==> config.mk <==
export PLATFORM = sky130hd
export DESIGN_NAME = pupil_detect
export DESIGN_NICKNAME = d
export VERILOG_FILES = /design/src/rtl/pupil_detect_pkg.sv /design/src/rtl/pupil_run_scanner.sv /design/src/rtl/pupil_detect.sv
export SDC_FILE = /design/constraint.sdc
export NUM_CORES = 2
export LEC_CHECK = 0
export CAP_MARGIN = 20
export CORE_AREA = 2 2 355 357
export CTS_BUF_LIST = sky130_fd_sc_hd__clkbuf_8
export DETAILED_ROUTE_END_ITERATION = 16
export DIE_AREA = 0 0 357 359
export SLEW_MARGIN = 40
export SYNTH_ARGS = -nofsm -noshare
export SYNTH_HDL_FRONTEND = slang
export SYNTH_SLANG_ARGS = --single-unit
==> constraint.sdc <==
create_clock -name clock -period 12.8 [get_ports clock]
set_input_delay 1.92 -clock clock [delete_from_list [all_inputs] [get_ports clock]]
set_output_delay 1.92 -clock clock [all_outputs]
set_load 0.02 [all_outputs]
==> src/rtl/pupil_detect_pkg.sv <==
// Shared constants, scan-state types and the pupil-pixel classifier for pupil_detect.
// Define PUPIL_DARK_EN for non-inverted sensors, where a dark pupil gives a low code.
package pupil_detect_pkg;

  localparam int MAX_RESOLUTION = 112;
  localparam int PIXEL_W        = 8;
  localparam int ROW_W          = MAX_RESOLUTION * PIXEL_W;
  localparam int IDX_W          = 7;
  localparam int LEN_W          = 7;

  localparam logic [PIXEL_W-1:0] PUPIL_THRESHOLD = 8'hC0;
  localparam logic [IDX_W-1:0]   LAST_IDX        = IDX_W'(MAX_RESOLUTION - 1);

  typedef enum logic [1:0] {
    ST_IDLE  = 2'd0,
    ST_SCAN  = 2'd1,
    ST_FINAL = 2'd2
  } scan_state_e;

  // Whole scan FSM state in one struct so it can be probed as a unit.
  typedef struct packed {
    scan_state_e           state;
    logic [IDX_W-1:0]      idx;
  } scan_state_t;

  function automatic logic is_pupil(input logic [PIXEL_W-1:0] px);
`ifdef PUPIL_DARK_EN
    return (px < PUPIL_THRESHOLD);
`else
    return (px >= PUPIL_THRESHOLD);
`endif
  endfunction

endpackage

==> src/rtl/pupil_run_scanner.sv <==
// Finds the longest contiguous run of pupil pixels in one row, fed one pixel per cycle.
// Strobes: pix_valid_i qualifies a pixel; pix_start_i marks pixel 0, pix_last_i the final pixel.
module pupil_run_scanner
  import pupil_detect_pkg::*;
(
  input  logic               clock,
  input  logic               reset,
  input  logic               pix_valid_i,
  input  logic               pix_start_i,
  input  logic               pix_last_i,
  input  logic [IDX_W-1:0]   pix_idx_i,
  input  logic [PIXEL_W-1:0] pix_i,
  output logic [IDX_W-1:0]   best_start_o,
  output logic [LEN_W-1:0]   best_len_o
);

  logic [IDX_W-1:0] cur_start_q, cur_start_d;
  logic [LEN_W-1:0] cur_len_q, cur_len_d;
  logic [IDX_W-1:0] best_start_q, best_start_d;
  logic [LEN_W-1:0] best_len_q, best_len_d;

  logic [LEN_W-1:0] cur_len_eff, best_len_eff, new_len, cand_len;
  logic [IDX_W-1:0] best_start_eff, new_start, cand_start;
  logic             pupil, close_run;

  always_comb begin
    cur_start_d  = cur_start_q;
    cur_len_d    = cur_len_q;
    best_start_d = best_start_q;
    best_len_d   = best_len_q;

    // Pixel 0 sees an empty history regardless of what the previous row left behind.
    cur_len_eff    = pix_start_i ? '0 : cur_len_q;
    best_len_eff   = pix_start_i ? '0 : best_len_q;
    best_start_eff = pix_start_i ? '0 : best_start_q;

    pupil     = is_pupil(pix_i);
    new_len   = '0;
    new_start = cur_start_q;
    if (pupil) begin
      new_len   = cur_len_eff + 1'b1;
      new_start = (cur_len_eff == '0) ? pix_idx_i : cur_start_q;
    end
    cand_len   = pupil ? new_len : cur_len_eff;
    cand_start = pupil ? new_start : cur_start_q;
    close_run  = !pupil || pix_last_i;

    if (pix_valid_i) begin
      cur_start_d  = new_start;
      cur_len_d    = new_len;
      best_start_d = best_start_eff;
      best_len_d   = best_len_eff;
      // Strictly greater: on a tie the earlier run stays.
      if (close_run && (cand_len > best_len_eff)) begin
        best_start_d = cand_start;
        best_len_d   = cand_len;
      end
    end
  end

  always_ff @(posedge clock) begin
    if (reset) begin
      cur_start_q  <= '0;
      cur_len_q    <= '0;
      best_start_q <= '0;
      best_len_q   <= '0;
    end else begin
      cur_start_q  <= cur_start_d;
      cur_len_q    <= cur_len_d;
      best_start_q <= best_start_d;
      best_len_q   <= best_len_d;
    end
  end

  assign best_start_o = best_start_q;
  assign best_len_o   = best_len_q;

endmodule

==> src/rtl/pupil_detect.sv <==
// Streaming pupil locator: detects a new row, scans it for the widest pupil run and
// keeps the frame's widest row (vertical) and that run's centre column (horizontal).
module pupil_detect
  import pupil_detect_pkg::*;
(
  input  logic             clock,
  input  logic             reset,
  input  logic [ROW_W-1:0] img_buf_newline,
  input  logic             frame_capture_done,
  output logic [7:0]       pupil_location_horizontal,
  output logic [7:0]       pupil_location_vertical
);

  logic [ROW_W-1:0] shadow_q, shadow_d;
  scan_state_t      scan_q, scan_d;
  logic [7:0]       row_cnt_q, row_cnt_d;
  logic [7:0]       best_w_q, best_w_d;
  logic [7:0]       horiz_q, horiz_d;
  logic [7:0]       vert_q, vert_d;

  logic               pix_valid, pix_start, pix_last;
  logic [PIXEL_W-1:0] pix;
  logic [IDX_W-1:0]   run_start;
  logic [LEN_W-1:0]   run_len;
  logic [7:0]         run_len8;

  assign pix      = shadow_q[scan_q.idx * PIXEL_W +: PIXEL_W];
  assign run_len8 = {1'b0, run_len};

  always_comb begin
    shadow_d  = shadow_q;
    scan_d    = scan_q;
    row_cnt_d = row_cnt_q;
    best_w_d  = best_w_q;
    horiz_d   = horiz_q;
    vert_d    = vert_q;
    pix_valid = 1'b0;
    pix_start = 1'b0;
    pix_last  = 1'b0;

    if (frame_capture_done) begin
      // Between frames: forget per-frame tracking, but outputs keep their last value.
      scan_d.state = ST_IDLE;
      scan_d.idx   = '0;
      row_cnt_d    = '0;
      best_w_d     = '0;
    end else if (img_buf_newline != shadow_q) begin
      shadow_d     = img_buf_newline;
      scan_d.state = ST_SCAN;
      scan_d.idx   = '0;
    end else begin
      unique case (scan_q.state)
        ST_SCAN: begin
          pix_valid = 1'b1;
          pix_start = (scan_q.idx == '0);
          pix_last  = (scan_q.idx == LAST_IDX);
          if (pix_last) begin
            scan_d.state = ST_FINAL;
            scan_d.idx   = '0;
          end else begin
            scan_d.idx = scan_q.idx + 1'b1;
          end
        end
        ST_FINAL: begin
          scan_d.state = ST_IDLE;
          if (run_len8 > best_w_q) begin
            best_w_d = run_len8;
            vert_d   = row_cnt_q;
            horiz_d  = {1'b0, run_start} + ((run_len8 - 8'd1) >> 1);
          end
          row_cnt_d = (row_cnt_q == 8'hFF) ? row_cnt_q : row_cnt_q + 8'd1;
        end
        default: ;
      endcase
    end
  end

  always_ff @(posedge clock) begin
    if (reset) begin
      shadow_q  <= '0;
      scan_q    <= '{state: ST_IDLE, idx: '0};
      row_cnt_q <= '0;
      best_w_q  <= '0;
      horiz_q   <= '0;
      vert_q    <= '0;
    end else begin
      shadow_q  <= shadow_d;
      scan_q    <= scan_d;
      row_cnt_q <= row_cnt_d;
      best_w_q  <= best_w_d;
      horiz_q   <= horiz_d;
      vert_q    <= vert_d;
    end
  end

  pupil_run_scanner u_scanner (
    .clock        (clock),
    .reset        (reset),
    .pix_valid_i  (pix_valid),
    .pix_start_i  (pix_start),
    .pix_last_i   (pix_last),
    .pix_idx_i    (scan_q.idx),
    .pix_i        (pix),
    .best_start_o (run_start),
    .best_len_o   (run_len)
  );

  assign pupil_location_horizontal = horiz_q;
  assign pupil_location_vertical   = vert_q;

endmodule

==> results.json <==
{
  "grt_pass1_vias": 40167,
  "register_area_sq_mm": 0.0193,
  "synth-async-reset-ratio_pct": 0,
  "whs_ns": 0.464,
  "final_cell_mix": "1,841 x nand2_1, 961 x dfxtp_1, 922 x a21oi_1",
  "drc": 0,
  "yosys.area.top_type": "dfxtp_1",
  "viasPerCell": 5.29,
  "fillerInstances": 12256,
  "worst-path-buf-inv": 1,
  "crit_path_top_delay_cell": "nor4_1",
  "synth_top_area_share_pct": 42.1,
  "p_leak_nw": 20.8,
  "ys.flop_type": "dfxtp_1",
  "core_sq_mm": 0.125,
  "grt_usage_pct": 35.5,
  "finClkSkew_ns": 0.0698,
  "die_area_sq_mm": 0.128,
  "dp_slack_ns": 3.65,
  "die_width_um": 357,
  "worst_ir_drop_vdd_v": 0.000115,
  "max_stage_delay_ns": 0.85,
  "avgRoutedWirePerCell_um": 28.2,
  "wl_mm": 237,
  "path_cells": "clkdlybuf4s50_1 -> xnor2_1 -> nand4_1 -> nor4_1 -> nand4_1 -> nor4_2 -> nand4_1 -> and2_1 -> ha_1 -> nand2_1 -> o21ai_0 -> ha_1 -> nor2b_1 -> o21a_1 -> o21a_1 -> o21a_1 -> o21ai_0 -> a21oi_1 -> o221ai_1 -> nand2_1 -> o22ai_1",
  "dr.pass1.iters": 6,
  "place_hpwl_mm": 190,
  "synth_edf_count": 0,
  "hold_path_class": "reg -> reg",
  "clock_sinks": 964,
  "multi_input_area_sq_mm": 0.0249,
  "ant_nets": 0,
  "avgSynthCellArea_sq_um": 8.05,
  "netlist-cell-type-count": 75,
  "arrival_ns": 9.10,
  "cts_resized": 0,
  "max_cap_violations": 0,
  "ys_ff_latch": 964,
  "gp_congestion": 0.953,
  "num_vias": 44326,
  "setup_violations": 0,
  "timing.fmax_ghz": 0.121,
  "crit_required_ns": 13.65,
  "crit_family": "simple AND/OR/NAND/NOR gates",
  "rows": 130,
  "hold_viol_final": 0,
  "report.final.slew_viol_count": 0,
  "min_period_ns": 8.24,
  "power_mw": 7.30,
  "powerDensity_mw_per_mm2": 122,
  "worst_setup_path_start_kind": "primary input",
  "start_util_pct": 36.8,
  "path_max_fanout": 10,
  "cts-root-buf": "clkbuf_8",
  "clkLatencyLatePin_ns": 0.96,
  "grt_max_degree": 152,
  "timing.final.crit_share_pct": 64.4,
  "cts_hold_buffers": 0,
  "layout-drive-gt1-share_pct": 5.17,
  "post_cts_buffers": 0,
  "overflow": 0,
  "cts_buffers": 177,
  "cts_tree": "yes",
  "grt_pass1_wl_mm": 315,
  "ys_warn_count": 0,
  "nNetsFinal": 7425,
  "synth.area.top_cells": "dfxtp_1 42%, xnor2_1 17%, nand2_1 15%",
  "ctsLongestPathBuffers": 3,
  "synth_seq_area_share_pct": 42.1,
  "slew_headroom_pct": 36.7,
  "syn_nets": 6625,
  "worst_slack_ns": 4.56,
  "grt_setup_unrepaired": "no",
  "critPathKind": "in -> reg",
  "portBuffers": 914,
  "clkTransAtPathRegs_ns": 0.06,
  "timing.setup.tns_ns": 0,
  "area_growth_syn_to_layout_pct": 30.4,
  "drt_iter0_drc": 4991,
  "grt_antenna_before_repair": 226,
  "die_y_um": 359,
  "endpoint_kind": "flip-flop",
  "status": "finished clean",
  "layout_commonest_cell": "nand2_1",
  "syn_inst": 5697,
  "tightest_slew_ns": 0.942,
  "synth_area_sq_mm": 0.0459,
  "io_pins": 915,
  "htree_num_levels": 4
}
## layout make-up
class / count / share of cell area (%)
Clock inverter: 95 / 0.762
Sequential cell: 964 / 32.3
Clock buffer: 208 / 4.79
Tap cell: 1650 / 3.45
Inverter: 30 / 0.188
Antenna cell: 115 / 0.481
Multi-Input combinational cell: 4366 / 41.7
Timing Repair Buffer: 958 / 16.3
## worst reg2reg max path, stage by stage (launching register included)
cell,delay [ns]
dfxtp_1,0.54
xnor2_1,0.16
nand4_1,0.37
nor4_1,0.85
nand4_1,0.45
nor4_2,0.75
nand4_1,0.64
and2_1,0.40
ha_1,0.31
nand2_1,0.06
o21ai_0,0.16
ha_1,0.34
nor2b_1,0.14
o21a_1,0.16
o21a_1,0.17
o21a_1,0.16
o21ai_0,0.15
a21oi_1,0.13
o221ai_1,0.51
nand2_1,0.35
o22ai_1,0.24
## cell families after synthesis
kind of cell,share of synthesized area (%)
flip-flops,42.1
buffers and inverters,3.71
adder cells (fa/ha/maj),0.808
AO/OA/AOI/OAI,11.4
XOR/XNOR,17.5
multiplexers,2.91
AND/OR/NAND/NOR,21.5
## final timing paths
kind | endpoint | slack, ns | depth (start not counted) | start
worst max register to register | u_scanner.best_start_o[2]$_SDFFE_PP0P_ | 5.68 | 20 | shadow_q[719]$_SDFFE_PP0P_
worst min register to register | shadow_q[603]$_SDFFE_PP0P_ | 0.46 | 2 | shadow_q[603]$_SDFFE_PP0P_
worst max-delay path | u_scanner.best_start_o[2]$_SDFFE_PP0P_ | 4.56 | 21 | img_buf_newline[180]
worst min-delay path | shadow_q[603]$_SDFFE_PP0P_ | 0.46 | 2 | shadow_q[603]$_SDFFE_PP0P_
## cells in the mapped netlist (6+ instances only)
master,instances
inv_1,29
o31ai_1,6
nor4_1,58
nor3_1,16
xor2_1,15
a21oi_1,922
nor2_1,67
o22ai_1,9
clkbuf_8,12
or4_1,6
nand3_1,34
mux4_1,9
ha_1,28
o21ai_0,13
a22oi_1,6
buf_2,96
xnor2_1,902
mux2i_1,43
nand2_1,1841
nand4_1,245
or3_1,6
nand3b_1,8
dfxtp_1,964
mux4_2,28
nor2b_1,8
nand2b_1,8
a31oi_1,10
clkbuf_1,215
## per-stage QoR
stage	util, %	instance area [sq um]	cells
2_1_floorplan	-	45900	5697
3_3_place_gp	44.8	55800	7958
3_5_place_dp	45.1	56100	7967
4_1_cts	47.7	59500	8270
5_1_grt	47.9	59700	8340
6_report	48.0	59800	8386
## metal layers
layer  part of all wire (%)  global-route usage (%)
met3                     11                    12.9
met1                     37                    40.9
met5                   0.28                       0
met4                    5.8                    21.9
met2                     46                    55.8
## power by group
group / switching (mW) / leakage, nW / total, mW / internal [mW]
Sequential: 0.122 / 7.94 / 3.28 / 3.16
Clock: 1.41 / 1.99 / 2.88 / 1.47
Combinational: 0.593 / 10.9 / 1.15 / 0.555
## sequential cells by signal, indices dropped and copies added, names as in the netlist, named ones only
signal and count:
pupil_location_vertical 8, pupil_location_horizontal 8, scan_q 9, u_scanner.best_len_o 7, best_w_q 7, u_scanner.cur_start_q 1, u_scanner.cur_len_q 7, shadow_q 896
row_cnt_q 8, u_scanner.best_start_o 7
Power figures use the tool's default switching activity.
